[src/rtl/lcd_spi_pkg.sv]
// Shared opcodes, decoder states and window defaults for the LCD SPI sink.
// Build option LCD_SPI_SYNC_EN adds a two-flop input synchronizer.
package lcd_spi_pkg;

  localparam logic [7:0] SLPIN   = 8'h10;
  localparam logic [7:0] SLPOUT  = 8'h11;
  localparam logic [7:0] DISPOFF = 8'h28;
  localparam logic [7:0] DISPON  = 8'h29;
  localparam logic [7:0] CASET   = 8'h2A;
  localparam logic [7:0] RASET   = 8'h2B;
  localparam logic [7:0] RAMWR   = 8'h2C;

  localparam int DEF_WIDTH  = 160;
  localparam int DEF_HEIGHT = 80;

  typedef enum logic [2:0] {
    ST_IDLE,
    ST_CASET,
    ST_RASET,
    ST_RAMWR,
    ST_PARAMS
  } state_t;

  function automatic logic [7:0] win_end(input int n);
    return 8'(n - 1);
  endfunction

endpackage

[src/rtl/lcd_spi_byte_rx.sv]
// Link sampler and MSB-first byte framer for the LCD SPI sink.
// Define LCD_SPI_SYNC_EN for an asynchronous initiator (two extra flops).
module lcd_spi_byte_rx (
  input  logic       clk,
  input  logic       rst,
  input  logic       scl,
  input  logic       mosi,
  input  logic       cs,
  input  logic       dc,
  input  logic       lrst,
  output logic       soft_rst,
  output logic       byte_done,
  output logic [7:0] byte_data,
  output logic       byte_dc,
  output logic       frame_err
);

  // Idle pattern {scl,mosi,cs,dc,lrst}: no false edge on reset release.
  localparam logic [4:0] IDLE_PAT = 5'b10101;

  logic [4:0] in_w;
  logic       scl_q, mosi_q, cs_q, dc_q, lrst_q;
  logic       scl_prev;
  logic       scl_rise;
  logic [6:0] shift;
  logic [2:0] cnt;

`ifdef LCD_SPI_SYNC_EN
  logic [4:0] s1, s2;

  always_ff @(posedge clk) begin
    if (rst) begin
      s1 <= IDLE_PAT;
      s2 <= IDLE_PAT;
    end else begin
      s1 <= {scl, mosi, cs, dc, lrst};
      s2 <= s1;
    end
  end

  assign in_w = s2;
`else
  assign in_w = {scl, mosi, cs, dc, lrst};
`endif

  always_ff @(posedge clk) begin
    if (rst) begin
      {scl_q, mosi_q, cs_q, dc_q, lrst_q} <= IDLE_PAT;
      scl_prev <= 1'b1;
    end else begin
      {scl_q, mosi_q, cs_q, dc_q, lrst_q} <= in_w;
      scl_prev <= scl_q;
    end
  end

  assign scl_rise = scl_q & ~scl_prev & ~cs_q;
  assign soft_rst = ~lrst_q;

  always_ff @(posedge clk) begin
    if (rst || soft_rst) begin
      cnt   <= 3'd0;
      shift <= 7'd0;
    end else if (cs_q) begin
      cnt <= 3'd0;
    end else if (scl_rise) begin
      shift <= {shift[5:0], mosi_q};
      cnt   <= cnt + 3'd1;
    end
  end

  assign byte_done = scl_rise & (cnt == 3'd7);
  assign byte_data = {shift, mosi_q};
  assign byte_dc   = dc_q;
  assign frame_err = cs_q & (cnt != 3'd0);

endmodule

[src/rtl/lcd_spi_sink.sv]
// ST7735 command/pixel decoder behind the LCD SPI byte framer.
// Build option LCD_SPI_SYNC_EN (see lcd_spi_byte_rx) adds input sync.
module lcd_spi_sink
  import lcd_spi_pkg::*;
#(
  parameter int WIDTH  = DEF_WIDTH,
  parameter int HEIGHT = DEF_HEIGHT
) (
  input  logic        CLK,
  input  logic        RESET,
  input  logic        SCL,
  input  logic        MOSI,
  input  logic        CS,
  input  logic        DC,
  input  logic        LRST,
  output logic        CMD_VALID,
  output logic [7:0]  CMD,
  output logic        PARAM_VALID,
  output logic [7:0]  PARAM,
  output logic [3:0]  PARAM_IDX,
  output logic        PIX_VALID,
  output logic [15:0] PIX_DATA,
  output logic [7:0]  PIX_X,
  output logic [7:0]  PIX_Y,
  output logic        SLEEP_OUT,
  output logic        DISP_ON,
  output logic        FRAME_ERR
);

  logic       soft_rst;
  logic       byte_done;
  logic [7:0] byte_data;
  logic       byte_dc;
  logic       frame_err;

  state_t     state;
  logic [3:0] idx;
  logic [7:0] xs, xe, ys, ye;
  logic [7:0] x, y;
  logic       half;
  logic [7:0] hold;

  lcd_spi_byte_rx u_rx (
    .clk       (CLK),
    .rst       (RESET),
    .scl       (SCL),
    .mosi      (MOSI),
    .cs        (CS),
    .dc        (DC),
    .lrst      (LRST),
    .soft_rst  (soft_rst),
    .byte_done (byte_done),
    .byte_data (byte_data),
    .byte_dc   (byte_dc),
    .frame_err (frame_err)
  );

  always_ff @(posedge CLK) begin
    if (RESET || soft_rst) begin
      state       <= ST_IDLE;
      idx         <= 4'd0;
      xs          <= 8'd0;
      xe          <= win_end(WIDTH);
      ys          <= 8'd0;
      ye          <= win_end(HEIGHT);
      x           <= 8'd0;
      y           <= 8'd0;
      half        <= 1'b0;
      hold        <= 8'd0;
      CMD_VALID   <= 1'b0;
      CMD         <= 8'd0;
      PARAM_VALID <= 1'b0;
      PARAM       <= 8'd0;
      PARAM_IDX   <= 4'd0;
      PIX_VALID   <= 1'b0;
      PIX_DATA    <= 16'd0;
      PIX_X       <= 8'd0;
      PIX_Y       <= 8'd0;
      SLEEP_OUT   <= 1'b0;
      DISP_ON     <= 1'b0;
      FRAME_ERR   <= 1'b0;
    end else begin
      CMD_VALID   <= 1'b0;
      PARAM_VALID <= 1'b0;
      PIX_VALID   <= 1'b0;
      FRAME_ERR   <= frame_err;
      if (byte_done && !byte_dc) begin
        CMD_VALID <= 1'b1;
        CMD       <= byte_data;
        PARAM_IDX <= 4'd0;
        idx       <= 4'd0;
        half      <= 1'b0;
        case (byte_data)
          CASET:   state <= ST_CASET;
          RASET:   state <= ST_RASET;
          RAMWR: begin
            state <= ST_RAMWR;
            x     <= xs;
            y     <= ys;
          end
          default: state <= ST_PARAMS;
        endcase
        if (byte_data == SLPOUT)  SLEEP_OUT <= 1'b1;
        if (byte_data == SLPIN)   SLEEP_OUT <= 1'b0;
        if (byte_data == DISPON)  DISP_ON   <= 1'b1;
        if (byte_data == DISPOFF) DISP_ON   <= 1'b0;
      end else if (byte_done && state == ST_RAMWR) begin
        if (!half) begin
          hold <= byte_data;
          half <= 1'b1;
        end else begin
          half      <= 1'b0;
          PIX_VALID <= 1'b1;
          PIX_DATA  <= {hold, byte_data};
          PIX_X     <= x;
          PIX_Y     <= y;
          // 8-bit wrap lets a start beyond the end roll through 255
          if (x == xe) begin
            x <= xs;
            y <= (y == ye) ? ys : y + 8'd1;
          end else begin
            x <= x + 8'd1;
          end
        end
      end else if (byte_done) begin
        PARAM_VALID <= 1'b1;
        PARAM       <= byte_data;
        PARAM_IDX   <= idx;
        idx         <= (idx == 4'd15) ? idx : idx + 4'd1;
        if (state == ST_CASET) begin
          if (idx == 4'd1) xs <= byte_data;
          if (idx == 4'd3) begin
            xe    <= byte_data;
            state <= ST_PARAMS;
          end
        end
        if (state == ST_RASET) begin
          if (idx == 4'd1) ys <= byte_data;
          if (idx == 4'd3) begin
            ye    <= byte_data;
            state <= ST_PARAMS;
          end
        end
      end
    end
  end

endmodule
[config.mk]
export PLATFORM = sky130hd
export DESIGN_NAME = lcd_spi_sink
export DESIGN_NICKNAME = d
export VERILOG_FILES = /design/src/rtl/lcd_spi_pkg.sv /design/src/rtl/lcd_spi_byte_rx.sv /design/src/rtl/lcd_spi_sink.sv
export SDC_FILE = /design/constraint.sdc
export NUM_CORES = 1
export LEC_CHECK = 0
export ABC_AREA = 1
export CAP_MARGIN = 40
export CORE_ASPECT_RATIO = 0.75
export CORE_UTILIZATION = 30
export CTS_CLUSTER_SIZE = 16
export DETAILED_ROUTE_END_ITERATION = 10
export PLACE_DENSITY = 0.49
export SETUP_SLACK_MARGIN = 0.05
export SLEW_MARGIN = 20
export SYNTH_ARGS = -nofsm -noshare
export SYNTH_HDL_FRONTEND = slang
export SYNTH_HIERARCHICAL = 1
export SYNTH_SLANG_ARGS = --single-unit
[constraint.sdc]
create_clock -name CLK -period 2.8 [get_ports CLK]
set_input_delay 0.28 -clock CLK [delete_from_list [all_inputs] [get_ports CLK]]
set_output_delay 0.28 -clock CLK [all_outputs]
set_load 0.1 [all_outputs]
* Word level (Yosys, flattened, before mapping)
Index checks and enable logic that the tools add are counted.
** Operators by class
- Shift-type cells :: 0
- Muxes and demuxes :: 27
- Reductions and logical operators :: 30
- Equal/unequal tests :: 18
- Multiply operators :: 0
- Magnitude comparators :: 0
- Bitwise logic cells :: 11
- Div/mod/pow operators :: 0
- $add $sub $neg :: 4
** Operators by type and width (number)
- $mux W8 :: 11
- $eq A8 B6 Y1 const B :: 5
- $mux W3 :: 7
- $reduce_and A5 Y1 :: 4
- $add A8 B1 Y8 const B :: 2
- $eq A8 B5 Y1 const B :: 2
- $eq A8 B8 Y1 :: 2
- $reduce_and A3 Y1 :: 5
- $reduce_bool A2 Y1 :: 6
- $reduce_and A2 Y1 :: 5
- $pmux W3 S3 :: 1
- $mux W1 :: 8
- $not A1 Y1 :: 7
- $eq A3 B2 Y1 const B :: 2
- $reduce_or A3 Y1 :: 2
- $add A4 B1 Y4 const B :: 1
- $and A1 B1 Y1 :: 4
- $eq A4 B1 Y1 const B :: 1
- $eq A4 B2 Y1 const B :: 1
- $eq A4 B4 Y1 const B :: 1
- $reduce_and A4 Y1 :: 1
- $reduce_or A2 Y1 :: 2
- $add A3 B1 Y3 const B :: 1
- $eq A3 B1 Y1 const B :: 1
- other kinds (7) :: 8
** Word-level totals
- Word-level logic and storage cells :: 120
- Output and inout port bits :: 58
- Input port bits :: 7
- Bits in registers :: 138
- Memories kept :: 0
- Bits in writable memories :: 0
- Latch bits :: 0
- ROM bits :: 0

* Logic depth before layout (Yosys ltp)
Gate-level depths: netlist (run 1).
- Word-level depth :: 8
- Mapped depth :: 12
- Gate-level depth less buffers :: 12

* By module
The synthesis (run 1) kept the hierarchy.
** By module, submodules not included
- lcd_spi_sink :: area each 5037.3 sq um, instances 1, cells each 660, sequential area each 2442.3 sq um
- lcd_spi_byte_rx :: area each 671.9 sq um, instances 1, cells each 92, sequential area each 320.3 sq um

* Least setup slack after synthesis (run 1)
No wires, ideal clock.
- Kind :: register -> register
- Start point :: reg u_rx.cnt[0]
- End point :: reg ys[6]
- Buffers on the path :: 1
- Clock period less this slack :: 1.948 ns
- Required time :: 2.681 ns
- Arrival :: 1.829 ns
- Setup time :: 0.119 ns
- Cell stages (with the launch flop) :: 13
- Setup slack :: 0.852 ns
- Cell sequence :: dfxtp_1 ha_1 ha_1 inv_1 nor2_1 inv_1 a31oi_1 nand2_1 nor2_2 nand2_1 buf_2 o21ai_0 a21oi_1
** Between the ends
- Longest elaborated chain between the ends :: 5
- Elaborated cells on any way between the ends :: 7
- Those cells by class :: eq/ne: 1; bitwise: 3; reduce/logical: 3
** RTL lines
- start, declared :: line lcd_spi_byte_rx.sv:26 : logic [2:0] cnt;
- start signal, assigned :: line lcd_spi_byte_rx.sv:67 : cnt <= cnt + 3'd1;
- $eq A3 B3 Y1 (*) :: line lcd_spi_byte_rx.sv:71 : assign byte_done = scl_rise & (cnt == 3'd7);
- $and A1 B1 Y1 (*) :: line lcd_spi_byte_rx.sv:71
- via byte_done :: line lcd_spi_sink.sv:31 : logic byte_done;
- $logic_and A1 B1 Y1, on equally long branches :: line lcd_spi_sink.sv:107, lcd_spi_sink.sv:87
- $not A1 Y1 (no line)
- $reduce_and A5 Y1 (no line) (*)
- end signal, assigned :: line lcd_spi_sink.sv:138 : if (idx == 4'd1) ys <= byte_data;
- end, declared :: line lcd_spi_sink.sv:38 : logic [7:0] xs, xe, ys, ye;
The timed path passes the listed nets; every way through them passes the cells marked *.
A chain may end at the register's enable or synchronous reset.

* Worst setup path after layout (run 1)
- Start point :: reg u_rx.cnt[0]
- End point :: reg y[4]
** Between the ends
- Longest elaborated chain between the ends :: 5
- Elaborated cells on any way between the ends :: 10
- Those cells by class :: eq/ne: 2; mux: 1; bitwise: 1; reduce/logical: 6
** RTL lines
- $eq A3 B3 Y1 (*) :: line lcd_spi_byte_rx.sv:71
- $and A1 B1 Y1 (*) :: line lcd_spi_byte_rx.sv:71
- via byte_done :: line lcd_spi_sink.sv:31
- $logic_and A1 B1 Y1, on equally long branches :: line lcd_spi_sink.sv:87, lcd_spi_sink.sv:107
- $ne A2 B1 Y1 (no line) / $reduce_bool A2 Y1 (equally long branches)
- $reduce_and A4 Y1 (no line)
- end signal, assigned :: line lcd_spi_sink.sv:99 : y <= ys;
- end signal, assigned :: line lcd_spi_sink.sv:120 : y <= (y == ye) ? ys : y + 8'd1;
- end, declared :: line lcd_spi_sink.sv:39 : logic [7:0] x, y;
Marks and branches as above.

==> implementation parameters, run 1 <==
Parameter                              Value

Clock network
  Clock net sink count ... ~140
  Latest clock arrival within the worst-skew pair ... ~0.43 ns
  Hold_buf cts ... 0
  Number of buffers inserted by post-CTS setup repair ... 0
  Root Buffer Master ... clkbuf_16
  CTS tree ... yes
  Level count of the clock H-tree ... 4
  Clk slew on worst S/H paths ... 0.06 ns
  TritonCTS buffer count ... 17
  Number of gates resized after CTS ... 0
  Largest buffer count on any clock path ... 2

Place
  Placed cell count ... 1,040
  Area of placed instances ... 6430 um^2
  IO Port Bufs ... 64
  HPWL after detailed placement ... around 10,000 um
  GPL Wtd Cong ... 0.822

Setup path
  CP Cell Sequence ... ha_1 > ha_1 > inv_1 > nor2_1 > nand4_2 > nor2_4 > inv_2 > nand2_2 > nand2_1 > nor2_1 > nor2_1 > nor2_1
  Maximum fanout encountered on the critical timing path ... 13
  Critical path startpoint category ... register
  Worst path arrival time ... 2.67 ns
  Worst endpoint required time ... 3.16 ns
  Endpoint type of the worst setup path ... register
  Cell with the largest stage delay on the worst path ... dfxtp_1
  Cell seen most often among critical-path stages ... nor2_1
  Slowest cell delay on critical path ... 0.38 ns
  CP Class ... register to register

Synth
  Synthesized area per cell ... 7.59 um^2
  Number of distinct library cells after synthesis ... 39
  Gate count of the mapped netlist ... 752
  Seq/Total Area, Yosys ... 0.484
  Number of nets produced by synthesis ... 766
  Total of flip-flops plus latches after synthesis ... 138
  Number of warnings reported in the yosys synthesis log ... 6
  Area of the mapped netlist ... 5710 um^2

STA
  RSZ-0062 raised after global routing ... false
  Final setup violation count ... 0
  Setup clock skew after layout ... 0.0131 ns
  Worst Tran Pin Value ... approximately 0.57 ns
  Slew Limit Headroom ... 0.617
  Peak Freq ... about 430 MHz
  Setup TNS ... 0 ns
  Final clock period utilization by the worst path ... 0.826
  Number of endpoints with negative hold slack in the final report ... 0
  Number of max-slew violations in the final report ... 0
  Shortest period the worst path allows ... ~2.3 ns

Final layout
  Count of antenna diodes in the layout ... 0
  Fill count ... roughly 2,000
  Most common cell after layout, fill and taps aside ... dfxtp_1
  Commonest non-fill, non-tap cells in the layout ... dfxtp_1 (138), nand2_1 (134), o21ai_0 (91), nor2_1 (89), a21oi_1 (76)
  Area of all placed cells without fillers ... 7000 um^2
  Share of final-layout standard cells stronger than drive strength 1 ... 0.154
  Non-Filler Instances ... 1,071
  Net total in the final layout ... 826
  Sequential standard cell area ... 2760 um^2
  Area taken by multi-input logic gates ... between 2000 and 2500 um^2
  Synth-to-Final Area Change ... 22.6%

Floorplan
  Site Rows ... 43
  Area of the die ... 19,600 um^2
  Die width ... 161 um
  Chip height ... 121 um
  Initial Util ... 0.308
  Area of the placeable core ... about 19,000 um^2
  Top-Level Pins ... 65

Global route
  Overflow left after global routing ... 0
  Initial antenna violation count ... 0
  Overall global routing resource usage ... 0.168
  Via count of the first global-routing pass ... 4,699
  Maximum number of pins on one net before global-route repair ... 91
  Global-route wire length before repair ... 25,200 um

Power and ir drop
  Proportion of power drawn by the clock network ... 0.513
  Overall power after layout ... 4.24 mW
  Cell internal pwr ... roughly 3.3 mW
  Switching power share of the total ... 0.228
  Leakage power of the design ... 3.01 nW
  Maximum resistive drop on vdd ... 0.000304 V
  Ratio of total power to cell area ... 606 nW/um^2
  Flop pwr share ... 0.466
  Net switching component of the power ... just under 1 mW
  Fraction of power consumed by combinational cells ... 0.021

Routing
  # DRC ... 0
  Number of nets with antenna violations after detailed routing ... 0
  Routed WL per cell ... 14.3 um
  Number of design-rule violations left by the first detailed-router iteration ... 342
  Detailed Routing Iterations Pass 1 ... 5
  Post-detailed-route via-to-cell ratio ... 4.63
  DR vias ... 4,954
  Wire length after detailed routing ... 15,300 um

Run
  Max-cap violations ... 0

Outcome
  Status ... finished, final reports clean

Worst hold path
  Hold WC Path Type ... input port to register
synthesized netlist by cell type (all sizes together):
| cell type | instances | share of area |
|---|---|---|
| a21boi | 1 | 0.0013 |
| a21oi | 80 | 0.073 |
| a31oi | 3 | 0.0033 |
| a32oi | 1 | 0.0015 |
| buf | 15 | 0.019 |
| clkbuf | 18 | 0.012 |
| clkinv | 2 | 0.0022 |
| dfxtp | 138 | 0.48 |
| ha | 7 | 0.015 |
| inv | 76 | 0.050 |
| nand2 | 139 | 0.094 |
| nand3 | 34 | 0.032 |
| nand4 | 7 | 0.0088 |
| nor2 | 95 | 0.066 |
| nor3 | 5 | 0.0044 |
| nor4 | 3 | 0.0033 |
| o211ai | 12 | 0.016 |
| o21ai | 94 | 0.084 |
| o31ai | 1 | 0.0013 |
| o41ai | 1 | 0.0015 |
| or2 | 6 | 0.0070 |
| xnor2 | 11 | 0.017 |
| xor2 | 3 | 0.0046 |
worst max-delay path, delay by kind of cell (launching register included):
family                   cells  cell delay (ns)
flip-flops                   1             0.38
adder cells (fa/ha/maj)      2             0.29
AND/OR/NAND/NOR              8             1.48
buffers and inverters        2             0.09
logic make-up after synthesis:
logic type,after synthesis,synth area share
buffers and inverters,111,0.0831
AOI/OAI and AO/OA,193,0.181
DFF,138,0.484
and+or+nand+nor,289,0.215
adders and majority gates,7,0.0153
xor gates and xnor gates,14,0.0215
path summary, 6_finish.rpt:
| kind | startpoint | to | slack [ns] | cells past startpoint |
|---|---|---|---|---|
| worst min register to register | ys[0] | ys[0] | 0.45 | 2 |
| worst max register to register | u_rx/cnt[0] | y[4] | 0.49 | 12 |
| worst max-delay path | u_rx/cnt[0] | y[4] | 0.49 | 12 |
| worst min-delay path | DC | u_rx/byte_dc | 0.38 | 3 |
layout make-up:
| class | count | share of cell area |
|---|---|---|
| clock buffer | 20 | 0.0652 |
| clock inverter | 11 | 0.0161 |
| inverter | 78 | 0.0425 |
| multi-input combinational | 503 | 0.354 |
| sequential | 138 | 0.395 |
| tap | 247 | 0.0442 |
| timing repair buffer | 74 | 0.0833 |
state kept, by name (all words and copies together), names as in the netlist, 3 cells and up, named ones only:
name        count
PIX_DATA       16
CMD             8
PARAM           8
PIX_X           8
PIX_Y           8
hold            8
x               8
xe              8
xs              8
y               8
ye              8
ys              8
u_rx/shift      7
PARAM_IDX       4
idx             4
u_rx/cnt        3
power groups by stage:
| stage | registers (mW) | logic [mW] | clock network [mW] |
|---|---|---|---|
| after floorplan | 2.02 | 0.0519 | 0 |
| after global placement | 2.02 | 0.0917 | 0 |
| after detailed placement | 2.02 | 0.0913 | 0 |
| after CTS | 1.98 | 0.0915 | 2.23 |
| after global routing | 1.98 | 0.101 | 2.31 |
| final | 1.98 | 0.0911 | 2.18 |
stage by stage:
step | hold WS [ns] | setup WS (ns) | utilization
detailed placement | 0.448 | 0.486 | 0.346
global route | 0.378 | 0.111 | 0.377
floorplan | 0.351 | 0.852 | -
finish | 0.378 | 0.487 | 0.377
CTS | 0.354 | 0.470 | 0.377
global placement | 0.445 | 0.526 | 0.346
layer usage:
layer,wire (um),global-route usage
met5,0,0
met4,174,0.0578
met1,7800,0.229
met3,819,0.0502
met2,6530,0.253
Power figures use the tool's default switching activity.
==> inputs of run 2 (changes only) <==
--- a/config.mk
+++ b/config.mk
@@ -11,7 +11,7 @@
 export CORE_UTILIZATION = 30
 export CTS_CLUSTER_SIZE = 16
 export DETAILED_ROUTE_END_ITERATION = 10
-export PLACE_DENSITY = 0.49
+export PLACE_DENSITY = 0.51
 export SETUP_SLACK_MARGIN = 0.05
 export SLEW_MARGIN = 20
 export SYNTH_ARGS = -nofsm -noshare
==> constraint.sdc (replaced) <==
create_clock -name CLK -period 2.1 [get_ports CLK]
set_input_delay 0.21 -clock CLK [delete_from_list [all_inputs] [get_ports CLK]]
set_output_delay 0.21 -clock CLK [all_outputs]
set_load 0.1 [all_outputs]
==> implementation parameters, run 2 (synthesis gave the netlist of run 1 again) <==
Parameter                              Value

Outcome
  Status ... finished, final reports clean

Setup path
  CP Cell Sequence ... ha_1 > ha_1 > inv_1 > nor2_4 > buf_4 > nand2_2 > inv_2 > buf_4 > a21oi_1 > inv_1 > o211ai_1 > nor2_1
  Worst path arrival time ... 2.26 ns (-0.41 ns)
  Delay-heaviest family, CP ... buffers and inverters
  Endpoint type of the worst setup path ... register
  CP Class ... register to register
  Cell with the largest stage delay on the worst path ... dfxtp_1
  Critical path startpoint category ... register
  Number of cells on the worst reg-to-reg path ... 12 (unchanged)
  Slowest cell delay on critical path ... 0.31 ns (-0.07 ns)
  Worst endpoint required time ... 2.42 ns (-0.74 ns)
  Maximum fanout encountered on the critical timing path ... 5 (-8)
  Reg-to-reg startpoint ... u_rx/cnt[0]
  Count of buffering cells on the critical path with inverters included ... 5 (+3)
  Minimum setup slack among reg-to-reg paths ... 0.16 ns (-0.33 ns)

Clock network
  Root Buffer Master ... clkbuf_16
  Latest clock arrival within the worst-skew pair ... 0.42 ns (about the same)
  TritonCTS buffer count ... 17 (unchanged)
  Clk slew on worst S/H paths ... 0.06 ns (about the same)
  Hold_buf cts ... 0 (unchanged)
  CTS tree ... yes
  Level count of the clock H-tree ... 4 (unchanged)
  Largest buffer count on any clock path ... 2 (unchanged)
  Clock net sink count ... 138 (unchanged)

Floorplan
  Initial Util ... 0.308 (unchanged)
  Site Rows ... 43 (unchanged)
  Area of the die ... 19,600 um^2 (unchanged)
  Chip height ... 121 um (unchanged)
  Top-Level Pins ... 65 (unchanged)
  Area of the placeable core ... 18,600 um^2 (unchanged)
  Die width ... 161 um (unchanged)

Final layout
  Net total in the final layout ... 861 (+4.2%)
  Count of antenna diodes in the layout ... 0 (unchanged)
  Flip-flop count of the largest register, all copies and words added ... 16 (unchanged)
  Most common cell after layout, fill and taps aside ... dfxtp_1
  Fill count ... 1,934 (-0.41%)
  Area of all placed cells without fillers ... 7350 um^2 (+5.0%)
  Share of final-layout standard cells stronger than drive strength 1 ... 0.197 (+0.0426)
  Register with the most flip-flops ... PIX_DATA
  Commonest non-fill, non-tap cells in the layout ... dfxtp_1 (138), nand2_1 (132), buf_4 (99), o21ai_0 (88), nor2_1 (87)
  Synth-to-Final Area Change ... 28.8%

Routing
  Wire length after detailed routing ... 15,400 um (+0.56%)
  Detailed Routing Iterations Pass 1 ... 6 (+1)
  Number of nets with antenna violations after detailed routing ... 0 (unchanged)
  # DRC ... 0 (unchanged)
  Routed WL per cell ... 13.9 um (-2.6%)
  Post-detailed-route via-to-cell ratio ... 4.59 (-0.76%)
  DR vias ... 5,077 (+2.5%)
  Number of design-rule violations left by the first detailed-router iteration ... 346 (+1.2%)

STA
  Worst path setup slack after routing ... 0.156 ns (-0.330 ns)
  Peak Freq ... 515 MHz (+19%)
  Number of endpoints with negative hold slack in the final report ... 0 (unchanged)
  Number of max-slew violations in the final report ... 0 (unchanged)
  Worst Tran Pin Value ... 0.461 ns (-0.113 ns)
  RSZ-0062 raised after global routing ... false
  Final clock period utilization by the worst path ... 0.925 (+0.0993)
  Shortest period the worst path allows ... 1.94 ns (-0.370 ns)
  Slew Limit Headroom ... 0.692 (+0.0754)
  Final setup violation count ... 0 (unchanged)
  Setup clock skew after layout ... 0.00715 ns (-0.00592 ns)

Place
  Post-place setup slack ... -0.00398 ns (-0.490 ns)
  IO Port Bufs ... 64 (unchanged)
  GPL Wtd Cong ... 0.807 (-1.8%)
  Area of placed instances ... 6720 um^2 (+4.6%)
  HPWL after detailed placement ... 10,700 um (+3.7%)

Power and ir drop
  Overall power after layout ... 5.62 mW (+32%)
  Ratio of total power to cell area ... 765 nW/um^2 (+26%)
  Switching power share of the total ... 0.230 (+0.00150)
  Maximum resistive drop on vdd ... 0.000534 V (+76%)
  Proportion of power drawn by the clock network ... 0.509 (-0.004)
  Net switching component of the power ... 1.29 mW (+33%)
  Fraction of power consumed by combinational cells ... 0.023 (+0.002)
  Cell internal pwr ... 4.33 mW (+32%)
  Leakage power of the design ... 3.18 nW (+5.8%)
  Flop pwr share ... 0.468 (+0.002)

Global route
  Overall global routing resource usage ... 0.163 (-0.00508)
  Via count of the first global-routing pass ... 4,733 (+0.72%)
  Overflow left after global routing ... 0 (unchanged)
  Initial antenna violation count ... 0 (unchanged)
  Global-route wire length before repair ... 24,600 um (-2.6%)
  Maximum number of pins on one net before global-route repair ... 91 (unchanged)

Run
  Max-cap violations ... 0 (unchanged)

Worst hold path
  HP Start ... DC
  Endpoint of the worst hold path ... u_rx/byte_dc
  Hold WC Path Type ... input port to register
  Hold Crit Depth ... 3 (unchanged)
==> run 2: metrics by stage <==
stage,instances,TNS [ns],utilization,hold WS (ns)
final,1106,0,0.396,0.306
after floorplan,752,0,-,0.281
after CTS,1105,0,0.393,0.295
after global placement,1074,-0.0269,0.362,0.448
after detailed placement,1074,-0.00486,0.362,0.451
after global routing,1106,0,0.396,0.302
==> run 2: power groups by stage <==
stage                     combinational [mW]  sequential (mW)  clock, mW
after floorplan                       0.0692             2.69          0
after CTS                              0.130             2.63       2.92
after global routing                   0.140             2.63       3.02
after detailed placement               0.130             2.69          0
after global placement                 0.132             2.69          0
final                                  0.128             2.63       2.86
==> run 2: worst max path at each step <==
stage	startpoint	to	slack [ns]	depth (start not counted)
2_1_floorplan	u_rx/cnt[0]	ys[6]	0.15	12
3_3_place_gp	u_rx/cnt[0]	SLEEP_OUT	-0.03	11
3_5_place_dp	u_rx/cnt[0]	ys[5]	-0.004	11
4_1_cts	u_rx/cnt[0]	SLEEP_OUT	0.06	11
5_1_grt	u_rx/cnt[1]	PARAM[7]	0.04	12
6_report	u_rx/cnt[0]	register	0.16	12
==> run 2: tightest hold or removal path, delay by kind of cell <==
| family | cells | cell delay (ns) |
|---|---|---|
| and+or+nand+nor | 1 | 0.03 |
| buffers and inverters | 2 | 0.44 |
==> run 2: timing repair <==
action | 4_1_cts | 5_1_grt
resized for setup | 3 | 13
gates cloned | 0 | 0
endpoints found under the setup margin | 15 | 48
pin swaps | 0 | 2
setup buffers | 0 | 1
==> run 2: layout make-up <==
type                    count  area (um^2)  share of cell area
clock buffers              18          439              0.0597
clock inverters            13          119              0.0162
inverters                  78          305              0.0415
multi-input cells         503         2530               0.345
flip-flops and latches    138         2760               0.376
well taps                 247          309              0.0420
repair buffers            109          883               0.120
==> run 2: metal layers <==
metal	GRT usage	vias up	routed length [um]
met5	0	-	0
met4	0.0507	0	174
met3	0.0407	18	654
met2	0.246	95	6730
met1	0.228	2323	7850
li1	-	2641	-
==> variant, RTL diff (flow settings as in run 1) <==
The 5 states of `state_t` get a one-hot encoding in 5 bits.
--- a/src/rtl/lcd_spi_pkg.sv
+++ b/src/rtl/lcd_spi_pkg.sv
@@ -15,8 +15,8 @@
 
-  typedef enum logic [2:0] {
-    ST_IDLE,
-    ST_CASET,
-    ST_RASET,
-    ST_RAMWR,
-    ST_PARAMS
+  typedef enum logic [4:0] {
+    ST_IDLE   = 5'b00001,
+    ST_CASET  = 5'b00010,
+    ST_RASET  = 5'b00100,
+    ST_RAMWR  = 5'b01000,
+    ST_PARAMS = 5'b10000
   } state_t;
Check against the original RTL: no difference found for any inputs over 4 cycles, from zero or initial values and one cycle with RESET high; so few cycles prove little.
==> variant against run 1 <==
Setup slack improved by 0.061 ns; fmax is 2.7% higher; routed wire length increased by 1.5%; count of clock-buffer cells in the layout is the same; sequential cell count rose by 2; core utilization up 0.14 points; highest routed layer unchanged; power rose by 0.60%; area after synthesis increased by 2.6%; final area increased by 1.5%; die area up 2.5%; sequential share of layout area about the same; combinational power is 2% higher.
==> variant: results (changes against run 1) <==
finish:
  largest_reg_flops: 16  # unchanged
  insertedDiodeCount: 0  # unchanged
  drive_above_1_share_pct: 16.6  # +1.2 points
  regMostFlops: "PIX_DATA"
  nets: 833  # +0.85%
  fill_cells: 1974  # +1.6%
global_routing:
  track_usage_pct: 16.8  # -0.084 points
  grt_max_degree: 99  # +8.8%
  grt_pass1_vias: 4524  # -3.7%
  antenna_found_initial: 0  # unchanged
  grt_pass1_wl_um: 25400  # +0.57%
power_and_ir_drop:
  p_leak_nw: 3.07  # +2.1%
  p_int_mw: 3.30  # +0.78%
  powerClk_mw: 2.17
  vdd_drop_max_mv: 0.220  # -28%
  p_comb_share_pct: 2.2
worst_setup_path:
  cp.arrival_ns: 2.54  # -0.13 ns
  r2r-start: "u_rx/cnt[0]"
  cp_max_fo: 14  # +1
  startpoint_type: "flip-flop"
route:
  drt-total-wl_um: 15600  # +1.5%
  ant_nets: 0  # unchanged
  dr.first_iter.drc_count: 361  # +5.6%
  vias: 4980  # +0.52%
  drt-pass1-iter-count: 5  # unchanged
yosys:
  synth_area_leaders: "dfxtp_1, o21ai_0, nand2_1"
  netlist_top_cells_count: "dfxtp_1, nand2_1, o21ai_0, nor2_1, inv_1"
  synthArstFlopShare_pct: 0  # unchanged
  yosysTopAreaCellShare_pct: 47.9  # -0.54 points
  synth_cell_types: 34  # -13%
  yosys_warnings: 6  # unchanged
  syn_nets: 777  # +1.4%
  seq_area_frac_synth_pct: 47.9  # -0.54 points
placed_design:
  io_buffers: 64  # unchanged
  dpl.hpwl_um: 10700  # +3.7%
  post-place-ws_ns: 0.588  # +0.102 ns
  gp_congestion: 0.795  # -3.3%
clock_network:
  postCtsSetupRepairBufs: 0  # unchanged
  cts_buffers: 17  # unchanged
  post_cts_resized: 0  # unchanged
  h-tree-depth: 4  # unchanged
  clkSlewWorstSetupHoldPaths_ns: 0.06  # about the same
  worstSkewPairLatency_ns: 0.43  # about the same
  clockBufferDepth: 2  # unchanged
  cts_root_buf: "clkbuf_16"
sta:
  clock_skew_ns: 0.0143  # +0.00122 ns
  tightestPinTransition_ns: 0.551  # -0.0234 ns
worst_hold_path:
  hp-class: "in2reg"
  hold_start: "DC"
status:
  status: "complete, no violations"
==> variant: worst paths after layout <==
check,slack [ns],end,depth (start not counted)
setup reg to reg,0.55,xs[5],11
hold reg to reg,0.45,ys[4],2
hold / removal,0.38,u_rx/byte_dc,3
setup / recovery,0.55,xs[5],11
==> variant: stage by stage <==
stage / cell area, sq um / instances / power, mW
2_1_floorplan: 5860 / 763 / 2.11
3_3_place_gp: 6540 / 1047 / 2.15
3_5_place_dp: 6540 / 1047 / 2.14
4_1_cts: 7110 / 1079 / 4.32
5_1_grt: 7110 / 1079 / 4.43
6_report: 7110 / 1079 / 4.27
==> variant: worst max-delay path: stages, from the launching register on <==
cell     delay, ns
dfxtp_1       0.37
ha_1          0.16
ha_1          0.13
inv_1         0.03
nor2_1        0.18
nand2_1       0.16
inv_2         0.18
nand2_1       0.12
nor2_2        0.15
nand2_1       0.29
o21ai_0       0.27
a21oi_1       0.06
==> variant: cell type report <==
class                           count  area share (%)
Clock buffer                       20            6.43
Timing Repair Buffer               70            7.78
Inverter                           89            4.70
Clock inverter                     12            1.55
Tap cell                          247            4.35
Multi-Input combinational cell    501            35.8
Sequential cell                   140            39.4
==> variant: per-layer routing <==
layer	vias to the layer above	global-route usage, %	wire [um]
li1	2592	-	-
met1	2263	25.3	8500
met2	112	22.3	6020
met3	13	4.39	835
met4	0	6.13	200
met5	-	0	0
==> variant: logic make-up (layout without fill, tap and decap cells) <==
family,count (synthesis),after routing,synth area share (%)
DFF,140,140,47.9
xor gates and xnor gates,19,19,2.84
and+or+nand+nor,287,287,22.3
adders and majority gates,7,7,1.50
buffers and inverters,122,191,8.76
AOI/OAI and AO/OA,188,188,16.7
